**config.mk**
```make
export PLATFORM = sky130hd
export DESIGN_NAME = uart_rx_fifo
export DESIGN_NICKNAME = d
export VERILOG_FILES = /design/src/rtl/uart_pkg.sv /design/src/rtl/uart_fifo_mem.sv /design/src/rtl/uart_rx_fifo.sv
export SDC_FILE = /design/constraint.sdc
export NUM_CORES = 1
export LEC_CHECK = 0
export CORE_UTILIZATION = 40
export DETAILED_ROUTE_END_ITERATION = 16
export GPL_ROUTABILITY_DRIVEN = 1
export PLACE_DENSITY_LB_ADDON = 0.08
export SETUP_SLACK_MARGIN = 0.2
export SYNTH_ARGS = -nofsm -noshare
export SYNTH_HDL_FRONTEND = slang
export SYNTH_SLANG_ARGS = --single-unit
```
**constraint.sdc**
```tcl
create_clock -name clock -period 3.39 [get_ports clock]
set_input_delay 0.5085 -clock clock [delete_from_list [all_inputs] [get_ports clock]]
set_output_delay 0.5085 -clock clock [all_outputs]
set_load 0.01 [all_outputs]
```
**src/rtl/uart_pkg.sv**
```systemverilog
// Shared UART package.
//   Holds the data width, the default receive FIFO depth, the baud select
//   codes and the receiver state encodings, so that the RX, TX and register
//   blocks all use the same values.
package uart_pkg;

  localparam int UART_DATA_W     = 8;
  localparam int FIFO_DEPTH_DEF  = 16;
  localparam int FIFO_ADDR_W_DEF = 4;

  // Baud select codes written by the register block.
  typedef enum logic [2:0] {
    BAUD_1200   = 3'b000,
    BAUD_2400   = 3'b001,
    BAUD_4800   = 3'b010,
    BAUD_9600   = 3'b011,
    BAUD_19200  = 3'b100,
    BAUD_38400  = 3'b101,
    BAUD_57600  = 3'b110,
    BAUD_115200 = 3'b111
  } baud_sel_e;

  // Receiver state encodings. The receiver exposes its state on a debug port
  // using this type.
  typedef enum logic [2:0] {
    RX_IDLE  = 3'd0,
    RX_START = 3'd1,
    RX_DATA  = 3'd2,
    RX_STOP  = 3'd3,
    RX_ERROR = 3'd4
  } rx_state_e;

  // Next pointer value for a power-of-two ring; wraps naturally.
  function automatic logic [FIFO_ADDR_W_DEF-1:0] ptr_inc(input logic [FIFO_ADDR_W_DEF-1:0] p);
    return p + FIFO_ADDR_W_DEF'(1);
  endfunction

endpackage

```
**src/rtl/uart_fifo_mem.sv**
```systemverilog
// Byte storage for the receive FIFO.
//   One synchronous write port and one asynchronous read port. The array is
//   not reset; occupancy tracking lives in the parent.
// Ports:
//   clock      - system clock
//   wr_en_i    - write mem[wr_addr_i] with wr_data_i on this edge
//   wr_addr_i  - write address
//   wr_data_i  - write data
//   rd_addr_i  - read address
//   rd_data_o  - mem[rd_addr_i], combinational
module uart_fifo_mem
  import uart_pkg::*;
#(
  parameter int DEPTH  = FIFO_DEPTH_DEF,
  parameter int ADDR_W = FIFO_ADDR_W_DEF
) (
  input  logic                   clock,
  input  logic                   wr_en_i,
  input  logic [ADDR_W-1:0]      wr_addr_i,
  input  logic [UART_DATA_W-1:0] wr_data_i,
  input  logic [ADDR_W-1:0]      rd_addr_i,
  output logic [UART_DATA_W-1:0] rd_data_o
);

  logic [UART_DATA_W-1:0] mem_q [DEPTH];

  always_ff @(posedge clock) begin
    if (wr_en_i) begin
      mem_q[wr_addr_i] <= wr_data_i;
    end
  end

  assign rd_data_o = mem_q[rd_addr_i];

endmodule

```
**src/rtl/uart_rx_fifo.sv**
```systemverilog
// Receive buffer downstream of the UART receiver.
//   Captures each byte delivered by a one-cycle rec_valid pulse and presents
//   the oldest byte in first-word-fall-through order to the register block.
//   Reports fill level, empty/full, a sticky overrun flag and a registered
//   threshold interrupt.
// Handshake: the write side has no backpressure -- rec_valid is a one-cycle
//   strobe; a byte is taken when the FIFO has room (or a pop frees room in the
//   same cycle), otherwise it is dropped and overrun is set. The read side is a
//   strobe too: rd_en pops the head when !empty and is ignored when empty.
// Ports:
//   clock, resetn      - clock, synchronous active-low reset
//   uart_en            - low: incoming bytes ignored (no write, no overrun)
//   flush              - empty the FIFO; wins over push and pop
//   rec_valid, rec_dat - new byte strobe and data from the receiver
//   rd_en              - pop head entry
//   rd_data            - head entry, 8'h00 when empty
//   empty, full, level - occupancy status
//   thresh             - interrupt threshold, 0 disables
//   irq_thresh         - registered level >= thresh && thresh != 0
//   overrun, ovr_clr   - sticky dropped-byte flag and its clear strobe
module uart_rx_fifo
  import uart_pkg::*;
#(
  parameter int DEPTH  = FIFO_DEPTH_DEF,
  parameter int ADDR_W = FIFO_ADDR_W_DEF
) (
  input  logic                   clock,
  input  logic                   resetn,
  input  logic                   uart_en,
  input  logic                   flush,
  input  logic                   rec_valid,
  input  logic [UART_DATA_W-1:0] rec_dat,
  input  logic                   rd_en,
  output logic [UART_DATA_W-1:0] rd_data,
  output logic                   empty,
  output logic                   full,
  output logic [ADDR_W:0]        level,
  input  logic [ADDR_W:0]        thresh,
  output logic                   irq_thresh,
  output logic                   overrun,
  input  logic                   ovr_clr
);

  localparam logic [ADDR_W:0] FULL_LVL = (ADDR_W + 1)'(DEPTH);

  logic [ADDR_W-1:0]      wr_ptr_q, wr_ptr_d;
  logic [ADDR_W-1:0]      rd_ptr_q, rd_ptr_d;
  logic [ADDR_W:0]        level_q, level_d;
  logic                   overrun_q, overrun_d;
  logic                   irq_q, irq_d;
  logic                   push, pop, ovr_evt;
  logic [UART_DATA_W-1:0] mem_rd;

  assign empty = (level_q == '0);
  assign full  = (level_q == FULL_LVL);

  assign pop     = rd_en & ~empty;
  // A pop in the same cycle frees the slot, so a write at full still lands.
  assign push    = rec_valid & uart_en & (~full | pop);
  assign ovr_evt = rec_valid & uart_en & full & ~pop;

  always_comb begin
    wr_ptr_d  = wr_ptr_q;
    rd_ptr_d  = rd_ptr_q;
    level_d   = level_q;
    overrun_d = overrun_q;

    if (flush) begin
      wr_ptr_d = '0;
      rd_ptr_d = '0;
      level_d  = '0;
    end else begin
      if (push) wr_ptr_d = wr_ptr_q + ADDR_W'(1);
      if (pop)  rd_ptr_d = rd_ptr_q + ADDR_W'(1);
      if (push && !pop)      level_d = level_q + (ADDR_W + 1)'(1);
      else if (pop && !push) level_d = level_q - (ADDR_W + 1)'(1);
    end

    // Set beats clear; flush leaves the flag alone.
    if (ovr_evt)      overrun_d = 1'b1;
    else if (ovr_clr) overrun_d = 1'b0;

    irq_d = (thresh != '0) && (level_d >= thresh);
  end

  always_ff @(posedge clock) begin
    if (!resetn) begin
      wr_ptr_q  <= '0;
      rd_ptr_q  <= '0;
      level_q   <= '0;
      overrun_q <= 1'b0;
      irq_q     <= 1'b0;
    end else begin
      wr_ptr_q  <= wr_ptr_d;
      rd_ptr_q  <= rd_ptr_d;
      level_q   <= level_d;
      overrun_q <= overrun_d;
      irq_q     <= irq_d;
    end
  end

  uart_fifo_mem #(
    .DEPTH  (DEPTH),
    .ADDR_W (ADDR_W)
  ) u_mem (
    .clock     (clock),
    .wr_en_i   (push & ~flush & resetn),
    .wr_addr_i (wr_ptr_q),
    .wr_data_i (rec_dat),
    .rd_addr_i (rd_ptr_q),
    .rd_data_o (mem_rd)
  );

  assign rd_data    = empty ? '0 : mem_rd;
  assign level      = level_q;
  assign overrun    = overrun_q;
  assign irq_thresh = irq_q;

endmodule

```
# --- Yosys cells after proc, flatten, opt, wreduce, memory -nomap -nowiden ---
# Memory sizes are Yosys's and may differ from the RTL's. A register that Yosys moved wholly into a read port is not among the register bits.
# Index checks and enable logic that the tools add are counted.
# W data, S select, Z words.
word_totals:
  reg_bits: 15
  mem_bits_rw: 128
  inputBits: 20
  word_cells: 44
  mem_count: 1
memory_table:
  columns: ["memory", "depth", "width", "rd", "rd_clocked_by_memory_dff", "write_ports", "line_no", "source"]
  rows:
  - ["u_mem.mem_q", 16, 8, 1, 1, 1, "uart_fifo_mem.sv:25", "logic [UART_DATA_W-1:0] mem_q [DEPTH];"]
op_classes:
  add_sub_neg: 4
  order_cmp: 1
  n_eq_ne: 1
  mux: 10
  n_bitwise: 13
  reduce_logical: 9
op_table:
  columns: ["op", "n"]
  rows:
  - ["$mux W5", 3]
  - ["$add A4 B1 Y4 const B", 2]
  - ["$mux W4", 2]
  - ["$mux W8", 1]
  - ["$and A1 B1 Y1", 7]
  - ["$add A5 B1 Y5 const B", 1]
  - ["$eq A5 B5 Y1 const B", 1]
  - ["$ge A5 B5 Y1", 1]
  - ["$logic_not A5 Y1", 1]
  - ["$not A1 Y1", 5]
  - ["$reduce_bool A5 Y1", 1]
  - ["$sub A5 B1 Y5 const B", 1]
  - ["$mux W1", 4]
  - ["$logic_and A1 B1 Y1", 3]
  - ["$logic_not A1 Y1", 2]
  - ["$reduce_bool A2 Y1", 1]
  - ["$reduce_or A2 Y1", 1]
  - ["$or A1 B1 Y1", 1]

# --- Longest topological paths before layout ---
depth:
  ltp_word: 12
  ltp_mapped: 13
  ltp_nobuf: 13

# --- Cells and area by module ---
# From an unflattened synthesis, not the netlist that was laid out.
unflattened:
  hier_cells: 351
  hier_area_um2: 6063.3
modules_own_cells:
  columns: ["mod", "instances", "cells_each", "area_per_inst_um2"]
  rows:
  - ["uart_fifo_mem", 1, 221, 4987.3]
  - ["uart_rx_fifo", 1, 130, 1076.0]

# --- Worst setup path after synthesis ---
# No wires, ideal clock.
synth_timing:
  path_kind: "register to register"
  from: "register level_q[1] (netlist: level[1])"
  to: "register irq_q (netlist: irq_thresh)"
  t_arrival_ns: 2.456
  required_time_ns: 3.268
  path_slack_ns: 0.813
  stages_incl_launch_ff: 13
  path_buffers: 0
  path_cell_list: "dfxtp_1 > inv_1 > ha_1 > nor4b_1 > a21boi_0 > a2111oi_0 > a21oi_1 > nor2_1 > ha_1 > a21oi_1 > nor2b_1 > o21ai_0 > a21oi_1"
synth_via:
  elab_chain_cells: 12
synth_lines:
  columns: ["element", "line_no", "source"]
  rows:
  - ["start: declaration", "uart_rx_fifo.sv:48", "logic [ADDR_W:0] level_q, level_d;"]
  - ["start signal: assignment", "uart_rx_fifo.sv:96", "level_q <= level_d;"]
  - ["$logic_not A5 Y1 (*)", "uart_rx_fifo.sv:54", "assign empty = (level_q == '0);"]
  - ["net empty", "uart_rx_fifo.sv:35", "output logic empty,"]
  - ["$not A1 Y1 (*)", "uart_rx_fifo.sv:57", "assign pop = rd_en & ~empty;"]
  - ["$and A1 B1 Y1 (*)", "uart_rx_fifo.sv:57", null]
  - ["$or A1 B1 Y1", "uart_rx_fifo.sv:59", "assign push = rec_valid & uart_en & (~full | pop);"]
  - ["$and A1 B1 Y1", "uart_rx_fifo.sv:59", null]
  - ["$logic_not A1 Y1", "uart_rx_fifo.sv:76", "else if (pop && !push) level_d = level_q - (ADDR_W + 1)'(1);"]
  - ["$logic_and A1 B1 Y1", "uart_rx_fifo.sv:76", null]
  - ["$mux W5", "uart_rx_fifo.sv:76", null]
  - ["$mux W5 (*)", "uart_rx_fifo.sv:75", "if (push && !pop) level_d = level_q + (ADDR_W + 1)'(1);"]
  - ["$mux W5 (*)", "uart_rx_fifo.sv:68", "if (flush) begin"]
  - ["net level_d[1]", "uart_rx_fifo.sv:48", null]
  - ["$ge A5 B5 Y1 (*)", "uart_rx_fifo.sv:83", "irq_d = (thresh != '0) && (level_d >= thresh);"]
  - ["$logic_and A1 B1 Y1 (*)", "uart_rx_fifo.sv:83", null]
  - ["end signal: assignment", "uart_rx_fifo.sv:98", "irq_q <= irq_d;"]
  - ["end: declaration", "uart_rx_fifo.sv:50", "logic irq_q, irq_d;"]
# The timed path passes the listed nets; every way through them passes the cells marked *.
# A chain may end at the register's enable or synchronous reset.

# --- Final worst setup path ---
layout_timing:
  from: "register level_q[0] (netlist: level[0])"
  to: "output rd_data[6]"
layout_via:
  elab_chain_cells: 2
layout_lines:
  columns: ["element", "line_no", "source"]
  rows:
  - ["$logic_not A5 Y1", "uart_rx_fifo.sv:54", null]
  - ["$mux W8", "uart_rx_fifo.sv:114", "assign rd_data = empty ? '0 : mem_rd;"]
  - ["end: declaration", "uart_rx_fifo.sv:34", "output logic [UART_DATA_W-1:0] rd_data,"]
# Every way passes these cells.

==> flow_summary.ini <==
[global_route]
grt_overflow = 0
grt_pass1_wl_mm = 19.14
grt_pass1_vias = 3416
grt_max_degree = 33
antenna_found_initial = 0
grt.total_usage_pct = 17.11

[final_layout]
utilization_pct = 50.57
final_layout_size_suffix_gt1_share_pct = 22.77
final_cells = 610
fin_nets = 445
syn2layout_area_growth_pct = 22.52
fillers = 1198
antennaDiodeCount = 0

[yosys]
ys.flop_type = edfxtp_1
synth_fp_nets = 380
synth_top_cell_by_area = edfxtp_1
synth.most_common_cell = edfxtp_1
synth_top_area_share_pct = 63.83
yosys.cell_types.count = 40
synth-edff-count = 128
async_flop_share_pct = 0
netlist_area_um2 = 6022
ys_seq_elements = 147
synth-seq-area-share_pct = 70.14
synthTopCellsByArea = edfxtp_1 64%, mux4_2 12%, dfxtp_1 6.3%, mux2i_1 2.7%, ha_1 2.5%
synthTopCellsByCount = 128 x edfxtp_1, 38 x nor2_1, 32 x mux4_2, 19 x dfxtp_1, 16 x mux2i_1
synth_cells = 348
yosys_warnings = 0
avgSynthCellArea_um2 = 17.30

[critical_path]
worst_setup_path_end_kind = primary output
r2r-end = irq_thresh
slowest_delay_ps = 580
crit_fanout = 8
reg2reg_depth = 13
critical_path_depth = 6
required_ps = 2880
crit_path_cell_trace = inv_1 -> ha_1 -> nor4b_1 -> or2_2 -> o22ai_2 -> clkdlybuf4s50_1
worstPathArrival_ps = 2560
critPathCapture = rd_data[6]
cp_slowest_cell = clkdlybuf4s50_1
path_delay_family = buffers and inverters
r2r_slack_ps = 620
r2r-start = level[0]
start_kind = flop
cp_num_buf_inv = 2
crit_path_start = level[0]
worstSetupPathType = reg2out

[drt]
wl_per_cell_um = 19.88
wl_mm = 12.13
drt_iter0_drc = 220
drtAntennaViolNets = 0
via_per_inst = 5.138
via_count = 3134
drt_first_pass_iters = 4
drc_errors = 0

[sta]
tightest_slew_ps = 568.4
finalHoldViolCount = 0
rsz0062_at_grt = no
final.setup_skew_ps = 5.874
final.setup.tns_ps = 0
slew_viol_final = 0
setup_violations = 0
fin_crit_ps = 3070
finalCritPeriodShare_pct = 90.56
fin_ws_ps = 320.1
hold_ws_ps = 526.1
slew_headroom_pct = 61.99
fmax_ghz = 0.3257

[floorplan]
die_h_um = 124.7
floorplan.initialDensity_pct = 41.28
core-area_um2 = 14590
die_x_um = 124.7
io_pins = 37
die_area_um2 = 15550
rows = 44

[pwr]
pwr-share-clk_pct = 47.3
p_sw_uw = 812.4
sequentialPowerShare_pct = 48.4
internal_power_uw = 3273
ir_drop_uv = 330.9
swShare_pct = 19.88
pwr-share-comb_pct = 4.3
p_leak_uw = 0.002375
power_density_nw_per_um2 = 553.7

[cts]
cts_buffers = 17
cts_tree = done
cts_root_buf = clkbuf_16
cts_setup_buffers = 0
cts_num_sinks = 147
clk_pin_slew_ps = 60
clk_latency_ps = 410
cts.htree.levels = 4
cts_buffer_depth = 2

[placement]
port-buffer-count = 36
dp.cells = 578
pre_cts_ws_ps = 557.6
hpwl_mm = 7.644
gp_congestion = 0.8268

[worst_hold_path]
holdCritPathClass = reg2reg

[job]
maxCapViolCount = 0

[status]
run_status = finished clean
power groups by stage:
| stage | Combinational (µW) | Clock, µW | Sequential, µW |
|---|---|---|---|
| 6_report | 176 | 1930 | 1980 |
| 3_3_place_gp | 174 | 0 | 2010 |
| 2_1_floorplan | 85.4 | 0 | 2010 |
| 5_1_grt | 195 | 2050 | 1980 |
| 3_5_place_dp | 177 | 0 | 2010 |
| 4_1_cts | 177 | 1970 | 1980 |
placed cells by master (no fill, tap or decap), drive strengths merged, types with 5 or more instances in the layout:
master / count
o22ai: 9
o21ai: 6
dfxtp: 19
xor2: 5
a21oi: 8
edfxtp: 128
inv: 9
nand2: 15
nor2: 38
clkbuf: 21
mux2i: 16
ha: 12
nor2b: 6
buf: 24
mux4: 32
clkdlybuf4s50: 36
metal layers:
layer | global-route usage (%) | part of all wire [%] | up-vias
met1 | 21.23 | 45 | 1561
li1 | - | - | 1496
met4 | 7.158 | 1.8 | 0
met3 | 5.326 | 4.1 | 14
met2 | 27.66 | 49 | 63
met5 | 0 | 0 | -
metrics by stage:
step	area, µm²	total power, µW
after global routing	7378	4222
after floorplan	6022	2099
after CTS	7358	4126
after detailed placement	6736	2191
final	7378	4086
after global placement	6736	2189
layout make-up:
| type | count | area (µm²) | area share, % |
|---|---|---|---|
| sequential | 147 | 4227 | 57.28 |
| multi-input combinational | 179 | 1717 | 23.27 |
| timing repair buffer | 60 | 553.0 | 7.495 |
| clock buffer | 21 | 470.5 | 6.376 |
| tap | 184 | 230.2 | 3.120 |
| clock inverter | 11 | 151.4 | 2.052 |
| inverter | 8 | 30.03 | 0.4070 |
how the worst min path moves through the flow:
stage / endpoint / start / slack (ps) / cells past startpoint
floorplan: flop / rd_ptr_q[1] / 470 / 2
global placement: flop / rd_ptr_q[3] / 510 / 2
detailed placement: flop / rd_ptr_q[3] / 520 / 2
CTS: rd_ptr_q[3] / rd_ptr_q[3] / 540 / 2
global route: flop / rd_ptr_q[1] / 550 / 2
finish: rd_ptr_q[3] / rd_ptr_q[3] / 530 / 2
flip-flops by register name, indices dropped and copies added (netlist names), named ones only:
register,flops
wr_ptr_q,4
u_mem.mem_q,128
rd_ptr_q,4
overrun,1
irq_thresh,1
level,5
worst register-to-register path, delay by kind of cell, from the launching register on:
kind	cells	cell delay [ps]
xor+xnor	1	190
simple gates	4	700
buf+inv	1	110
fa+ha+maj	2	480
compound gates	5	820
flops	1	340
logic make-up after synthesis:
| family | count (synthesis) | share of synthesized area [%] |
|---|---|---|
| and+or+nand+nor | 79 | 6.358 |
| buffers and inverters | 22 | 1.662 |
| xor gates and xnor gates | 9 | 1.309 |
| muxes | 48 | 14.63 |
| adders and majority gates | 12 | 2.493 |
| DFF | 147 | 70.14 |
| AOI/OAI and AO/OA | 31 | 3.407 |
repair_timing:
action	CTS	global route
endpoints found under the setup margin	0	4
hold buffers	0	0
gates resized for setup	0	4
No activity file was read; power rests on OpenSTA's default activity.
